File: config.mk
export PLATFORM = sky130hd
export DESIGN_NAME = clk_switch_ctrl
export DESIGN_NICKNAME = d
export VERILOG_FILES = /design/src/rtl/clk_switch_ctrl.sv
export SDC_FILE = /design/constraint.sdc
export NUM_CORES = 1
export LEC_CHECK = 0
export ABC_AREA = 1
export CAP_MARGIN = 20
export CORE_ASPECT_RATIO = 1.75
export CORE_UTILIZATION = 27
export CTS_CLUSTER_DIAMETER = 60
export CTS_CLUSTER_SIZE = 8
export DETAILED_ROUTE_END_ITERATION = 8
export GPL_TIMING_DRIVEN = 0
export PLACE_DENSITY = 0.49
export SLEW_MARGIN = 20
export SYNTH_ARGS = -nofsm -noshare
export SYNTH_HDL_FRONTEND = slang
export SYNTH_SLANG_ARGS = --single-unit
File: constraint.sdc
create_clock -name ref_clk_i -period 2.4 [get_ports ref_clk_i]
set_input_delay 0.48 -clock ref_clk_i [delete_from_list [all_inputs] [get_ports ref_clk_i]]
set_output_delay 0.48 -clock ref_clk_i [all_outputs]
set_load 0.005 [all_outputs]
File: src/rtl/clk_switch_ctrl.sv
// Clock-source switch sequencer: glitch-safe PLL select change (gate, switch,
// wait for lock, ungate, reset pulse) plus power-on bring-up.
module clk_switch_ctrl #(
    parameter int unsigned GATE_CYC   = 4,
    parameter int unsigned SETTLE_CYC = 8,
    parameter int unsigned RST_CYC    = 4,
    parameter int unsigned LOCK_TO    = 255,
    parameter int unsigned DEF_SEL    = 0
) (
    input  logic       ref_clk_i,
    input  logic       rst_i,
    input  logic       req_i,
    input  logic [1:0] sel_req_i,
    input  logic [3:0] pll_lock_i,
    output logic [1:0] sel_o,
    output logic       en_o,
    output logic       arst_req_o,
    output logic       busy_o,
    output logic       done_o,
    output logic       err_o
);

    localparam int unsigned MAX_GL = (GATE_CYC > LOCK_TO) ? GATE_CYC : LOCK_TO;
    localparam int unsigned MAX_C  = (MAX_GL > RST_CYC) ? MAX_GL : RST_CYC;
    localparam int unsigned CW     = $clog2(MAX_C + 1);

    localparam logic [CW-1:0] GATE_C   = CW'(GATE_CYC);
    localparam logic [CW-1:0] SETTLE_C = CW'(SETTLE_CYC);
    localparam logic [CW-1:0] RST_C    = CW'(RST_CYC);
    localparam logic [CW-1:0] LOCK_C   = CW'(LOCK_TO);
    localparam logic [CW-1:0] ONE_C    = CW'(1);
    localparam logic [1:0]    DEF_S    = 2'(DEF_SEL);

    typedef enum logic [2:0] {
        BOOT   = 3'd0,
        IDLE   = 3'd1,
        GATE   = 3'd2,
        SETTLE = 3'd3,
        REVERT = 3'd4,
        UNGATE = 3'd5
    } state_t;

    state_t        state_q, state_d;
    logic [CW-1:0] cnt_q, cnt_d, cnt_inc;
    logic [1:0]    sel_q, sel_d;
    logic [1:0]    new_q, new_d;
    logic [1:0]    old_q, old_d;
    logic          en_q, en_d;
    logic          arst_q, arst_d;
    logic          busy_q, busy_d;
    logic          done_q, done_d;
    logic          err_q, err_d;
    logic          fail_q, fail_d;
    logic          boot_q, boot_d;

    // Saturating increment; the counter never wraps back to a small value.
    assign cnt_inc = (cnt_q == {CW{1'b1}}) ? cnt_q : cnt_q + ONE_C;

    always_comb begin
        state_d = state_q;
        cnt_d   = cnt_q;
        sel_d   = sel_q;
        new_d   = new_q;
        old_d   = old_q;
        en_d    = en_q;
        arst_d  = arst_q;
        busy_d  = busy_q;
        done_d  = 1'b0;
        err_d   = 1'b0;
        fail_d  = fail_q;
        boot_d  = boot_q;

        case (state_q)
            BOOT: begin
                if (pll_lock_i[DEF_S]) begin
                    state_d = UNGATE;
                    en_d    = 1'b1;
                    arst_d  = 1'b1;
                    busy_d  = 1'b1;
                    cnt_d   = ONE_C;
                    boot_d  = 1'b1;
                    fail_d  = 1'b0;
                end
            end
            IDLE: begin
                if (req_i) begin
                    if (sel_req_i == sel_q) begin
                        done_d = 1'b1;
                    end else if (!pll_lock_i[sel_req_i]) begin
                        err_d = 1'b1;
                    end else begin
                        state_d = GATE;
                        new_d   = sel_req_i;
                        old_d   = sel_q;
                        en_d    = 1'b0;
                        busy_d  = 1'b1;
                        cnt_d   = ONE_C;
                        fail_d  = 1'b0;
                        boot_d  = 1'b0;
                    end
                end
            end
            GATE: begin
                if (cnt_q >= GATE_C) begin
                    state_d = SETTLE;
                    sel_d   = new_q;
                    cnt_d   = ONE_C;
                end else begin
                    cnt_d = cnt_inc;
                end
            end
            SETTLE: begin
                // A lock seen at the deadline still wins over the timeout.
                if (cnt_q >= SETTLE_C && pll_lock_i[new_q]) begin
                    state_d = UNGATE;
                    en_d    = 1'b1;
                    arst_d  = 1'b1;
                    cnt_d   = ONE_C;
                end else if (cnt_q >= LOCK_C) begin
                    state_d = REVERT;
                    sel_d   = old_q;
                    fail_d  = 1'b1;
                    cnt_d   = ONE_C;
                end else begin
                    cnt_d = cnt_inc;
                end
            end
            REVERT: begin
                if (cnt_q >= SETTLE_C) begin
                    state_d = UNGATE;
                    en_d    = 1'b1;
                    arst_d  = 1'b1;
                    cnt_d   = ONE_C;
                end else begin
                    cnt_d = cnt_inc;
                end
            end
            UNGATE: begin
                if (cnt_q >= RST_C) begin
                    state_d = IDLE;
                    en_d    = 1'b1;
                    arst_d  = 1'b0;
                    busy_d  = 1'b0;
                    done_d  = !boot_q && !fail_q;
                    err_d   = !boot_q && fail_q;
                    boot_d  = 1'b0;
                end else begin
                    cnt_d = cnt_inc;
                end
            end
            default: begin
                state_d = BOOT;
            end
        endcase
    end

    always_ff @(posedge ref_clk_i) begin
        if (rst_i) begin
            state_q <= BOOT;
            cnt_q   <= '0;
            sel_q   <= DEF_S;
            new_q   <= DEF_S;
            old_q   <= DEF_S;
            en_q    <= 1'b0;
            arst_q  <= 1'b1;
            busy_q  <= 1'b1;
            done_q  <= 1'b0;
            err_q   <= 1'b0;
            fail_q  <= 1'b0;
            boot_q  <= 1'b0;
        end else begin
            state_q <= state_d;
            cnt_q   <= cnt_d;
            sel_q   <= sel_d;
            new_q   <= new_d;
            old_q   <= old_d;
            en_q    <= en_d;
            arst_q  <= arst_d;
            busy_q  <= busy_d;
            done_q  <= done_d;
            err_q   <= err_d;
            fail_q  <= fail_d;
            boot_q  <= boot_d;
        end
    end

    assign sel_o      = sel_q;
    assign en_o       = en_q;
    assign arst_req_o = arst_q;
    assign busy_o     = busy_q;
    assign done_o     = done_q;
    assign err_o      = err_q;

endmodule
==> results.py <==
metrics = {
    "clock_tree": {
        "post_cts_buffers": 0,
        "clock_latency_ns": 0.27,
        "numCtsBuffers": 3,
        "cts.repair.resized": 0,
        "tritoncts": "built",
        "postCtsHoldBufs": 0,
        "cts_root_buffer": "clkbuf_8",
        "clockBufferDepth": 2,
        "h-tree-depth": 1,
        "path_clk_slew_ns": 0.09,
        "clock_sinks": 24,
    },
    "yosys": {
        "synth_cell_types": 32,
        "syn_area_sq_mm": 0.00168,
        "synth_ff_type": "dfxtp_1",
        "netlist_top_cells_area": "dfxtp_1 (29%), nand2_1 (15%), nor2_1 (7.6%), nand3_1 (5.4%), inv_1 (4.5%)",
        "yosys_warnings": 0,
        "syn_avg_cell_area_sq_um": 6.57,
        "synth-edff-count": 0,
        "synth-seq-cells": 24,
        "syn_nets": 267,
        "synthCells": 255,
        "yosysSeqAreaShare_pct": 28.7,
        "yosysTopAreaCell": "dfxtp_1",
        "async_flop_share_pct": 0,
        "synth.top_cell.area_share_pct": 28.7,
    },
    "critical_path": {
        "crit_fanout": 5,
        "endpoint_kind": "flop",
        "criticalPathCategory": "flop to flop",
        "rrSetupSlack_ns": 0.31,
        "start_kind": "flop",
        "cpPeakStageDelay_ns": 0.42,
        "crit_slowest_cell": "dfxtp_1",
        "worstPathArrival_ns": 2.26,
        "path_cells": "ha_1 > inv_1 > nor3_1 > nand2_1 > ha_1 > o21ai_0 > o2111ai_1 > nor2_1 > nor2_1",
        "critPathRequiredTime_ns": 2.58,
    },
    "finish": {
        "layout-drive-gt1-share_pct": 16.5,
        "nNetsFinal": 286,
        "final_cell_mix": "nand2_1 (66), nor2_1 (34), dfxtp_1 (24)",
        "multi_input_area_sq_mm": 0.00105,
        "syn_to_final_growth_pct": 18.4,
        "n_antenna_cell": 0,
        "regArea_sq_um": 480,
        "final_common_cell": "nand2_1",
        "fillCellCount": 701,
        "post-route-util_pct": 33.5,
    },
    "global_route": {
        "met3_usage_pct": 1.09,
        "grt_pass1_wl_mm": 7.45,
        "grt_overflow": 0,
        "top_usage_layer": "met2",
        "grt_pass1_vias": 1580,
        "grt_usage_pct": 15.2,
        "grt_max_degree": 15,
        "met2_usage_pct": 29.1,
        "met1_usage_pct": 16.1,
        "antenna_found_initial": 0,
    },
    "min_path": {
        "hold_path_class": "flop to flop",
    },
    "timing": {
        "fin_crit_sh_pct": 86.9,
        "slew-limit-headroom_pct": 68.9,
        "setup_viol_count_final": 0,
        "fin_worst_skew_ns": 0.00244,
        "period_needed_ns": 2.09,
        "fmax_ghz": 0.480,
        "worst_pin_slew_ns": 0.467,
        "tns_ns": 0,
        "rsz0062_at_grt": "false",
        "hold_viol": 0,
        "report.final.slew_viol_count": 0,
    },
    "floorplanning": {
        "dieWidth_um": 61.6,
        "num_io_pins": 16,
        "die_area_sq_mm": 0.00654,
        "core.rowCount": 37,
        "dieHeight_um": 106,
        "core_area_sq_mm": 0.00593,
        "initial_core_util_pct": 28.3,
    },
    "job": {
        "maxCapViolations": 0,
    },
    "power": {
        "total_power_mw": 1.98,
        "power.density_mw_per_mm2": 996,
        "comb_power_share_pct": 52.7,
        "p_int_mw": 1.11,
        "p_leak_nw": 0.919,
        "p_seq_share_pct": 29.0,
        "p_sw_uw": 866,
        "switching_share_pct": 43.8,
        "ir_worst_vdd_v": 0.000339,
        "clockPowerShare_pct": 18.3,
    },
    "placed_design": {
        "gp_congestion": 0.809,
        "port_buffers": 14,
        "place_hpwl_mm": 3.51,
    },
    "routing": {
        "via_per_inst": 4.64,
        "drtPass1Iterations": 4,
        "drcViolationCount": 0,
        "ant_nets": 0,
        "drt_iter0_drc": 44,
        "vias": 1627,
        "drt-total-wl_mm": 4.41,
        "avgRoutedWirePerCell_um": 12.6,
    },
    "run_status": {
        "outcome": "finished, final reports clean",
    },
}
==> sequential cells by signal (all words and copies together) (netlist names) <==
| name | cells |
|---|---|
| arst_req_o | 1 |
| state_q | 3 |
| busy_o | 1 |
| old_q | 2 |
| done_o | 1 |
| new_q | 2 |
| err_o | 1 |
| en_o | 1 |
| cnt_q | 8 |
| sel_o | 2 |
| boot_q | 1 |
| fail_q | 1 |
==> critical path: cells and delay by family (launching register included) <==
kind	cells	cell delay, ns
and+or+nand+nor	4	0.63
DFF	1	0.42
adders and majority gates	2	0.53
AOI/OAI and AO/OA	2	0.30
buffers and inverters	1	0.10
==> routing by layer <==
layer | share of wire (%) | wire length (um)
met3 | 1.1 | 48
met1 | 40 | 1760
met5 | 0 | 0
met2 | 57 | 2540
met4 | 1.6 | 72
==> metrics by stage <==
step                std cells  setup slack, ns  hold WS (ns)  cell area, sq um
global route              351            0.197         0.490              1990
floorplan                 255            0.604         0.451              1680
CTS                       351            0.285         0.478              1990
global placement          347            0.135         0.451              1910
detailed placement        347            0.137         0.446              1910
finish                    351            0.315         0.472              1990
==> worst paths after layout <==
kind                                 start         end  cells after the start
worst max-delay path              cnt_q[0]    cnt_q[0]                      9
worst min-delay path            arst_req_o  arst_req_o                      2
worst max register to register    cnt_q[0]    cnt_q[0]                      9
worst min register to register  arst_req_o  arst_req_o                      2
==> power groups by stage <==
stage | Sequential, mW | Combinational, mW | Clock (mW)
floorplan | 0.568 | 0.783 | 0
global placement | 0.585 | 1.04 | 0
detailed placement | 0.584 | 1.04 | 0
CTS | 0.576 | 1.05 | 0.378
global route | 0.592 | 1.17 | 0.390
finish | 0.574 | 1.04 | 0.362
==> kinds of logic (layout without fill, tap and decap cells) <==
logic type               Yosys count  count (layout)  synth area share, %
flip-flops                        24              24                 28.7
AND/OR/NAND/NOR                  154             154                 45.6
AO/OA/AOI/OAI                     33              33                 11.6
buffers and inverters             35              53                 8.81
adder cells (fa/ha/maj)            3               3                 2.24
XOR/XNOR                           6               6                 3.13
==> area by class of cell <==
class                      count  area share (%)
timing repair buffer          14            7.06
multi-input combinational    196            52.8
clock buffer                   3            2.08
inverter                      31            6.11
tap                           78            4.91
sequential                    24            24.2
buffer                         4            1.32
clock inverter                 1            1.51
==> cells in the mapped netlist (2+ instances only) <==
cell      instances
o21ai_0           6
xnor2_1           3
o31ai_1           4
nand2_4           2
nand3_1          18
ha_1              3
nand4_1           3
xor2_1            3
nand2_1          66
nand2_2           7
nor2_4            6
nand3_2           3
clkbuf_1          2
dfxtp_1          24
o21ai_1           5
a21oi_1          13
inv_1            20
nor3_1            3
nor2_1           34
nand3b_1          3
inv_2            10
nor2_2            6
nand3_4           2
(Power assumes the default switching activity.)
